===== src/rtl/fp_convert_ctrl.sv =====
// fp_convert_ctrl: sequences conversion of a two's-complement sample into a small
// float (sign, EXP_W-bit exponent, SIG_W-bit significand). One conversion in flight,
// valid/ready on both sides. Define FP_CTRL_FAST_NORM_EN to normalize in a single
// cycle with a leading-one priority encoder instead of one shift per cycle.
module fp_convert_ctrl #(
  parameter int unsigned IN_W  = 12,
  parameter int unsigned EXP_W = 3,
  parameter int unsigned SIG_W = 4
) (
  input  logic             clk,
  input  logic             rst_n,
  input  logic             in_valid,
  output logic             in_ready,
  input  logic [IN_W-1:0]  in_data,
  output logic             out_valid,
  input  logic             out_ready,
  output logic             out_sign,
  output logic [EXP_W-1:0] out_exp,
  output logic [SIG_W-1:0] out_sig,
  output logic             out_sat
);

  localparam int unsigned MagW = IN_W - 1;
  localparam logic [EXP_W-1:0] ExpMax = '1;
  localparam logic [IN_W-1:0] MostNeg = {1'b1, {(IN_W-1){1'b0}}};

  typedef enum logic [1:0] {StIdle, StNorm, StRound, StDone} state_e;

  state_e           state_q, state_d;
  logic [MagW-1:0]  mag_q, mag_d;
  logic [EXP_W-1:0] exp_q, exp_d;
  logic             sign_q, sign_d;
  logic             sat_q, sat_d;
  logic             out_valid_q, out_valid_d;
  logic             out_sign_q, out_sign_d;
  logic [EXP_W-1:0] out_exp_q, out_exp_d;
  logic [SIG_W-1:0] out_sig_q, out_sig_d;
  logic             out_sat_q, out_sat_d;

  logic [MagW-1:0]  neg_mag;
  logic [SIG_W:0]   sig_rnd;

  // Low bits of the negated sample; the upper bit is never needed except for the clamp case.
  assign neg_mag = ~in_data[MagW-1:0] + MagW'(1);

  // Truncated significand plus the round bit, one extra bit to catch overflow.
  assign sig_rnd = {1'b0, mag_q[MagW-1 -: SIG_W]} + {{SIG_W{1'b0}}, mag_q[MagW-1-SIG_W]};

`ifdef FP_CTRL_FAST_NORM_EN
  localparam int ExpMaxInt = (1 << EXP_W) - 1;
  logic [EXP_W-1:0] shift_amt;

  // Leading-one priority encoder; shift saturates at the exponent range (subnormal floor).
  always_comb begin
    shift_amt = ExpMax;
    for (int i = 0; i < int'(MagW); i++) begin
      if (mag_q[i] && ((int'(MagW) - 1 - i) < ExpMaxInt)) begin
        shift_amt = EXP_W'(int'(MagW) - 1 - i);
      end
    end
  end
`endif

  // Next-state and datapath control.
  always_comb begin
    state_d     = state_q;
    mag_d       = mag_q;
    exp_d       = exp_q;
    sign_d      = sign_q;
    sat_d       = sat_q;
    out_valid_d = out_valid_q;
    out_sign_d  = out_sign_q;
    out_exp_d   = out_exp_q;
    out_sig_d   = out_sig_q;
    out_sat_d   = out_sat_q;
    case (state_q)
      StIdle: begin
        if (in_valid) begin
          sign_d = in_data[IN_W-1];
          exp_d  = ExpMax;
          if (in_data == MostNeg) begin
            mag_d = '1;
            sat_d = 1'b1;
          end else begin
            mag_d = in_data[IN_W-1] ? neg_mag : in_data[MagW-1:0];
            sat_d = 1'b0;
          end
          state_d = StNorm;
        end
      end
      StNorm: begin
`ifdef FP_CTRL_FAST_NORM_EN
        mag_d   = mag_q << shift_amt;
        exp_d   = exp_q - shift_amt;
        state_d = StRound;
`else
        if (exp_q == '0 || mag_q[MagW-1]) begin
          state_d = StRound;
        end else begin
          mag_d = {mag_q[MagW-2:0], 1'b0};
          exp_d = exp_q - EXP_W'(1);
        end
`endif
      end
      StRound: begin
        out_sign_d  = sign_q;
        out_valid_d = 1'b1;
        state_d     = StDone;
        if (sig_rnd[SIG_W]) begin
          if (exp_q != ExpMax) begin
            // Rounded up to 2.0: renormalize to 1.0 at the next exponent.
            out_sig_d = {1'b1, {(SIG_W-1){1'b0}}};
            out_exp_d = exp_q + EXP_W'(1);
            out_sat_d = sat_q;
          end else begin
            out_sig_d = '1;
            out_exp_d = exp_q;
            out_sat_d = 1'b1;
          end
        end else begin
          out_sig_d = sig_rnd[SIG_W-1:0];
          out_exp_d = exp_q;
          out_sat_d = sat_q;
        end
      end
      StDone: begin
        if (out_ready) begin
          out_valid_d = 1'b0;
          state_d     = StIdle;
        end
      end
      default: state_d = StIdle;
    endcase
  end

  // State and result registers.
  always_ff @(posedge clk or negedge rst_n) begin
    if (!rst_n) begin
      state_q     <= StIdle;
      mag_q       <= '0;
      exp_q       <= '0;
      sign_q      <= 1'b0;
      sat_q       <= 1'b0;
      out_valid_q <= 1'b0;
      out_sign_q  <= 1'b0;
      out_exp_q   <= '0;
      out_sig_q   <= '0;
      out_sat_q   <= 1'b0;
    end else begin
      state_q     <= state_d;
      mag_q       <= mag_d;
      exp_q       <= exp_d;
      sign_q      <= sign_d;
      sat_q       <= sat_d;
      out_valid_q <= out_valid_d;
      out_sign_q  <= out_sign_d;
      out_exp_q   <= out_exp_d;
      out_sig_q   <= out_sig_d;
      out_sat_q   <= out_sat_d;
    end
  end

  assign in_ready  = (state_q == StIdle);
  assign out_valid = out_valid_q;
  assign out_sign  = out_sign_q;
  assign out_exp   = out_exp_q;
  assign out_sig   = out_sig_q;
  assign out_sat   = out_sat_q;

endmodule


===== config.mk =====
export PLATFORM = sky130hd
export DESIGN_NAME = fp_convert_ctrl
export DESIGN_NICKNAME = d
export VERILOG_FILES = /design/src/rtl/fp_convert_ctrl.sv
export SDC_FILE = /design/constraint.sdc
export NUM_CORES = 1
export LEC_CHECK = 0
export BUFFER_PORTS_ARGS = -buffer_cell sky130_fd_sc_hd__buf_2
export CORE_MARGIN = 3
export CORE_UTILIZATION = 24
export CTS_CLUSTER_SIZE = 28
export DETAILED_ROUTE_END_ITERATION = 10
export SETUP_SLACK_MARGIN = 0.1
export SYNTH_ARGS = -nofsm -noshare
export SYNTH_HDL_FRONTEND = slang
export SYNTH_SLANG_ARGS = --single-unit

===== constraint.sdc =====
create_clock -name clk -period 1.9 [get_ports clk]
set_input_delay 0.285 -clock clk [delete_from_list [all_inputs] [get_ports clk]]
set_output_delay 0.285 -clock clk [all_outputs]
set_load 0.01 [all_outputs]

# After elaboration in Yosys (flattened, before gate mapping)
# Cells that the tools add are included.
dict set report op_classes {
  mux 21
  n_eq_ne 9
  reduce_logical 9
  bitwise 1
  n_addsub 4
}
# cell n
set op_table {}
lappend op_table {{$mux W11} 4}
lappend op_table {{$pmux W11 S2} 1}
lappend op_table {{$mux W3} 5}
lappend op_table {{$eq A12 B12 Y1 const B} 1}
lappend op_table {{$add A11 B1 Y11 const B} 1}
lappend op_table {{$not A11 Y11} 1}
lappend op_table {{$ne A2 B2 Y1 const B} 4}
lappend op_table {{$pmux W2 S4} 1}
lappend op_table {{$mux W2} 3}
lappend op_table {{$pmux W3 S2} 1}
lappend op_table {{$reduce_and A3 Y1} 2}
lappend op_table {{$add A4 B1 Y5} 1}
lappend op_table {{$eq A2 B2 Y1 const B} 2}
lappend op_table {{$mux W1} 4}
lappend op_table {{$mux W4} 1}
lappend op_table {{$reduce_and A2 Y1} 2}
lappend op_table {{$reduce_bool A2 Y1} 2}
lappend op_table {{$add A3 B1 Y3 const B} 1}
lappend op_table {{$logic_not A3 Y1} 1}
lappend op_table {{$ne A3 B3 Y1 const B} 1}
lappend op_table {{$sub A3 B1 Y3 const B} 1}
lappend op_table {{$eq A2 B1 Y1 const B} 1}
lappend op_table {{$logic_not A2 Y1} 1}
lappend op_table {{$pmux W1 S2} 1}
lappend op_table {{$logic_or A1 B1 Y1} 1}
dict set report word_totals {
  out_inout_bits 11
  input_bits 16
  reg_bits 28
  elab_cells 54
}

# Depth between registers and ports, before layout
dict set report depth {
  depth_word 6
  mapped_depth 7
  depth_no_buf 7
}

# Least setup slack after synthesis
# No wires, ideal clock.
dict set report synth_timing {
  path_kind {register -> register}
  startpoint {reg exp_q[0]}
  endpoint {reg mag_q[2]}
  slack_ps 150
  required_ps 1817
  setup_ps 83
  n_path_buf 1
  t_arrival_ps 1667
  path_stages_with_launch 8
  synth_period_minus_slack_ps 1750
  path_cell_list {dfrtp_1 inv_1 ha_1 a21o_1 a211oi_1 buf_2 o21ai_0 o21ai_0}
}
dict set report synth_via {
  elab_chain_cells 4
}
# item line_no
set synth_rtl {}
lappend synth_rtl {{start, declared} 31} ;# logic [EXP_W-1:0] exp_q, exp_d;
lappend synth_rtl {{start signal, assigned} 152} ;# exp_q <= exp_d;
lappend synth_rtl {{$logic_not A3 Y1} 97} ;# if (exp_q == '0 || mag_q[MagW-1]) begin
lappend synth_rtl {{$logic_or A1 B1 Y1} 97}
lappend synth_rtl {{$ne A2 B2 Y1 (no source line)} --}
lappend synth_rtl {{$reduce_and A3 Y1 (no source line)} --}
lappend synth_rtl {{end signal, assigned} 151} ;# mag_q <= mag_d;
lappend synth_rtl {{end, declared} 30} ;# logic [MagW-1:0] mag_q, mag_d;
# Every way passes these cells.
# A chain may end at the register's enable or synchronous reset.

# Final worst setup path
dict set report layout_timing {
  startpoint {reg state_q[0]}
  endpoint {reg exp_q[0]}
}
dict set report layout_via {
  elab_chain_cells 3
  word_cells_on_any_way 7
  cone_classes {eq/ne (3); mux (1); reduce/logical (3)}
}
# item line_no
set layout_rtl {}
lappend layout_rtl {{start, declared} 29} ;# state_e state_q, state_d;
lappend layout_rtl {{start signal, assigned} 139} ;# state_q <= StIdle;
lappend layout_rtl {{start signal, assigned} 150} ;# state_q <= state_d;
lappend layout_rtl {{$eq A2 B1 Y1 / $logic_not A2 Y1 (equally long branches)} 76} ;# case (state_q)
lappend layout_rtl {{$ne A2 B2 Y1 (no source line) / $reduce_bool A2 Y1 (equally long branches)} --}
lappend layout_rtl {{$reduce_and A3 Y1 (no source line)} --}
# Several ways; a longest one is shown, not always the timed one.

==> qor.csv <==
stage;metric;value;unit
cts;worstSkewPairLatency;270;ps
layout;flow.area_growth_from_synthesis;22.3;%
yosys;ys_async_sr_fraction;1.00;
floorplan;top_level_ports;27;
global_routing;grt.total_usage;0.0955;
yosys;netlist_instances;185;
layout;most_common_cell_after_layout_fill_and_taps_aside;sky130_fd_sc_hd__dfrtp_1;
placement;dp.final_hpwl;2.74;mm
layout;diodes_inserted;0;
detailed_routing;route.vias.total;1391;
yosys;postSynthRegisterBits;28;
outcome;outcome;completed;
cts;cts_max_path_buffers;2;
yosys;synth_area_per_cell;9.02;µm²
min_path;hold_path.class;input pin to async pin;
cts;cts-htree-levels;1;
cts;clk_pin_slew_worst_paths;100;ps
floorplan;initial_utilization;0.256;
cts;cts_tree;built;
yosys;ys_top_cells_by_area;sky130_fd_sc_hd__dfrtp_1, sky130_fd_sc_hd__ha_1, sky130_fd_sc_hd__o21ai_0;
setup_path;worst_endpoint_required_time;2060;ps
detailed_routing;drc;0;
yosys;synthDominantAreaCellType;sky130_fd_sc_hd__dfrtp_1;
yosys;synth_warnings;0;
detailed_routing;routed_wire_length;3.67;mm
yosys;synth-edff-count;0;
floorplan;die_wd;89.4;µm
detailed_routing;initialDrtViolationCount;56;
global_routing;grt_overflow;0;
layout;finalNonFillerCells;297;
layout;drive_gt1_frac;0.245;
timing;period_share;0.921;
timing;fin_hold_ws;14.3;ps
floorplan;placementRows;29;
layout;layout.area.seq;701;µm²
layout;highest_count_cells_in_the_layout_ignoring_fill_and_taps;sky130_fd_sc_hd__dfrtp_1, sky130_fd_sc_hd__buf_2, sky130_fd_sc_hd__nor2_1;
yosys;post_synth_num_cell_types;38;
placement;pre_cts_ws;98.5;ps
timing;report.final.hold_viol_count;0;
setup_path;setup.worst_path.start_class;flip-flop;
power_and_ir_drop;power_density;1560;nW/µm²
setup_path;worstPathArrival;1910;ps
setup_path;path_max_fanout;7;
placement;port_buffers;26;
detailed_routing;route.detailed.vias_per_inst;4.68;
timing;grt_setup_unrepaired;yes;
timing;clock-skew-final;8.18;ps
layout;total_of_fill_cells_in_the_finished_design;709;
job;max_capacitance_violation_count;0;
placement;finalWeightedCongestion;0.795;
cts;clock_tree_root_driver_cell;sky130_fd_sc_hd__clkbuf_8;
layout;multi_input_comb_area;902;µm²
global_routing;grt_pass1_vias;1296;
layout;design.final.nets;247;
global_routing;grt_max_degree;29;
power_and_ir_drop;vdd.ir_drop.worst;0.000385;V
power_and_ir_drop;p_leak;0.927;nW
floorplan;floorplan.core_area;6530;µm²
placement;dp_cells;289;
layout;final_cell_area;2040;µm²
cts;clock-sinks;28;
yosys;synth-seq-area-share;0.420;
floorplan;die_h;89.4;µm
yosys;synthFlopType;sky130_fd_sc_hd__dfrtp_1;
timing;tns;0;ps
setup_path;crit_type;flip-flop to flip-flop;
timing;worst_tran_pin_value;631;ps
yosys;mappedNetlistArea;1670;µm²
cts;tritoncts.num_buffers;3;
timing;final.min_clock_period;1750;ps
placement;dpl_cell_area;1930;µm²
detailed_routing;drt-wirelength-per-cell;12.4;µm
yosys;synthesis.nets;211;
timing;final-setup-viol-count;0;
timing;timing.fmax;572;MHz
global_routing;grt_antenna_before_repair;0;
yosys;synth.top_cell.area_share;0.420;
timing;slew-limit-headroom;0.580;
floorplan;die_area;7990;µm²
setup_path;timing.critical_path.to_type;flip-flop;
detailed_routing;ant_nets;0;
detailed_routing;detailedRoute.firstPassIterationCount;4;
global_routing;global_route_wire_length_before_repair;6.08;mm
timing;final_critical_path_setup_slack;151;ps
timing;final_max_slew_viol_count;0;
[synth_stat cells, drive strengths merged, types with 2 or more instances]
master	instances
xnor2	4
nand2b	2
mux2i	2
o31ai	2
nand3	2
a31oi	7
nand2	14
nor4	2
o211ai	3
o21ai	20
ha	10
dfrtp	28
xor2	3
clkbuf	6
o21a	3
nor2	22
a21o	2
mux2	3
a21oi	15
inv	12
nor3	9
[stage by stage]
stage / power (mW) / util
after CTS: 3.10 / 0.306
final: 3.18 / 0.313
after global placement: 2.58 / 0.295
after detailed placement: 2.62 / 0.295
after global routing: 3.48 / 0.313
after floorplan: 2.08 / -
[per-layer routing]
metal,track usage,share of wire
met2,0.145,0.43
met5,0,0
met4,0.0284,0.011
met3,0.0120,0.036
met1,0.141,0.52
[repair_timing]
action	in CTS	in global routing
buffers inserted	0	3
gates cloned	0	1
pin swaps	0	1
hold buffers	0	0
endpoints found under the setup margin	2	10
resized for setup	1	4
[final cells by class]
| type | count | share of cell area |
|---|---|---|
| Clock buffer | 3 | 0.0202 |
| Clock inverter | 1 | 0.0147 |
| Inverter | 13 | 0.0245 |
| Multi-Input combinational cell | 137 | 0.442 |
| Sequential cell | 28 | 0.343 |
| Tap cell | 77 | 0.0472 |
| Timing Repair Buffer | 38 | 0.108 |
[cells by family (layout without fill, tap and decap cells)]
group                    count (synthesis)  in the layout  synth area share
XOR/XNOR                                 7              7            0.0367
AO/OA/AOI/OAI                           60             60             0.217
flip-flops                              28             28             0.420
buffers and inverters                   20             55            0.0457
AND/OR/NAND/NOR                         55             55             0.173
adder cells (fa/ha/maj)                 10             10            0.0750
multiplexers                             5              5            0.0322
[registers in the layout, summed over array words and instances (netlist names)]
name and flops:
out_exp 3, out_sat 1, out_sign 1, out_valid 1, exp_q 3, out_sig 4, sign_q 1, mag_q 11
state_q 2, sat_q 1
[critical path, stage by stage, from the launching register on]
cell and delay, ps:
sky130_fd_sc_hd__dfrtp_1 380, sky130_fd_sc_hd__inv_1 80, sky130_fd_sc_hd__ha_1 250, sky130_fd_sc_hd__nor2b_1 180, sky130_fd_sc_hd__a211o_1 360, sky130_fd_sc_hd__buf_4 190
sky130_fd_sc_hd__nor3_1 130, sky130_fd_sc_hd__a21oi_1 60
[power breakdown]
group / internal, mW / switching (mW)
sequential: 0.871 / 0.171
clock: 0.282 / 0.186
combinational: 0.729 / 0.941
[path summary, 6_finish.rpt]
path	start	end	slack, ps	depth (start not counted)
min in group clk	out_ready	out_valid$_DFFE_PN0P_	260	3
hold / removal	rst_n	out_sig[2]$_DFFE_PN0P_	10	1
max in group asynchronous	rst_n	exp_q[0]$_DFFE_PN0P_	1470	1
setup reg to reg	state_q[0]$_DFFE_PN0P_	exp_q[0]$_DFFE_PN0P_	150	7
hold reg to reg	sign_q$_DFFE_PN0P_	sign_q$_DFFE_PN0P_	480	2
setup / recovery	state_q[0]$_DFFE_PN0P_	exp_q[0]$_DFFE_PN0P_	150	7
Power figures use the tool's default switching activity.
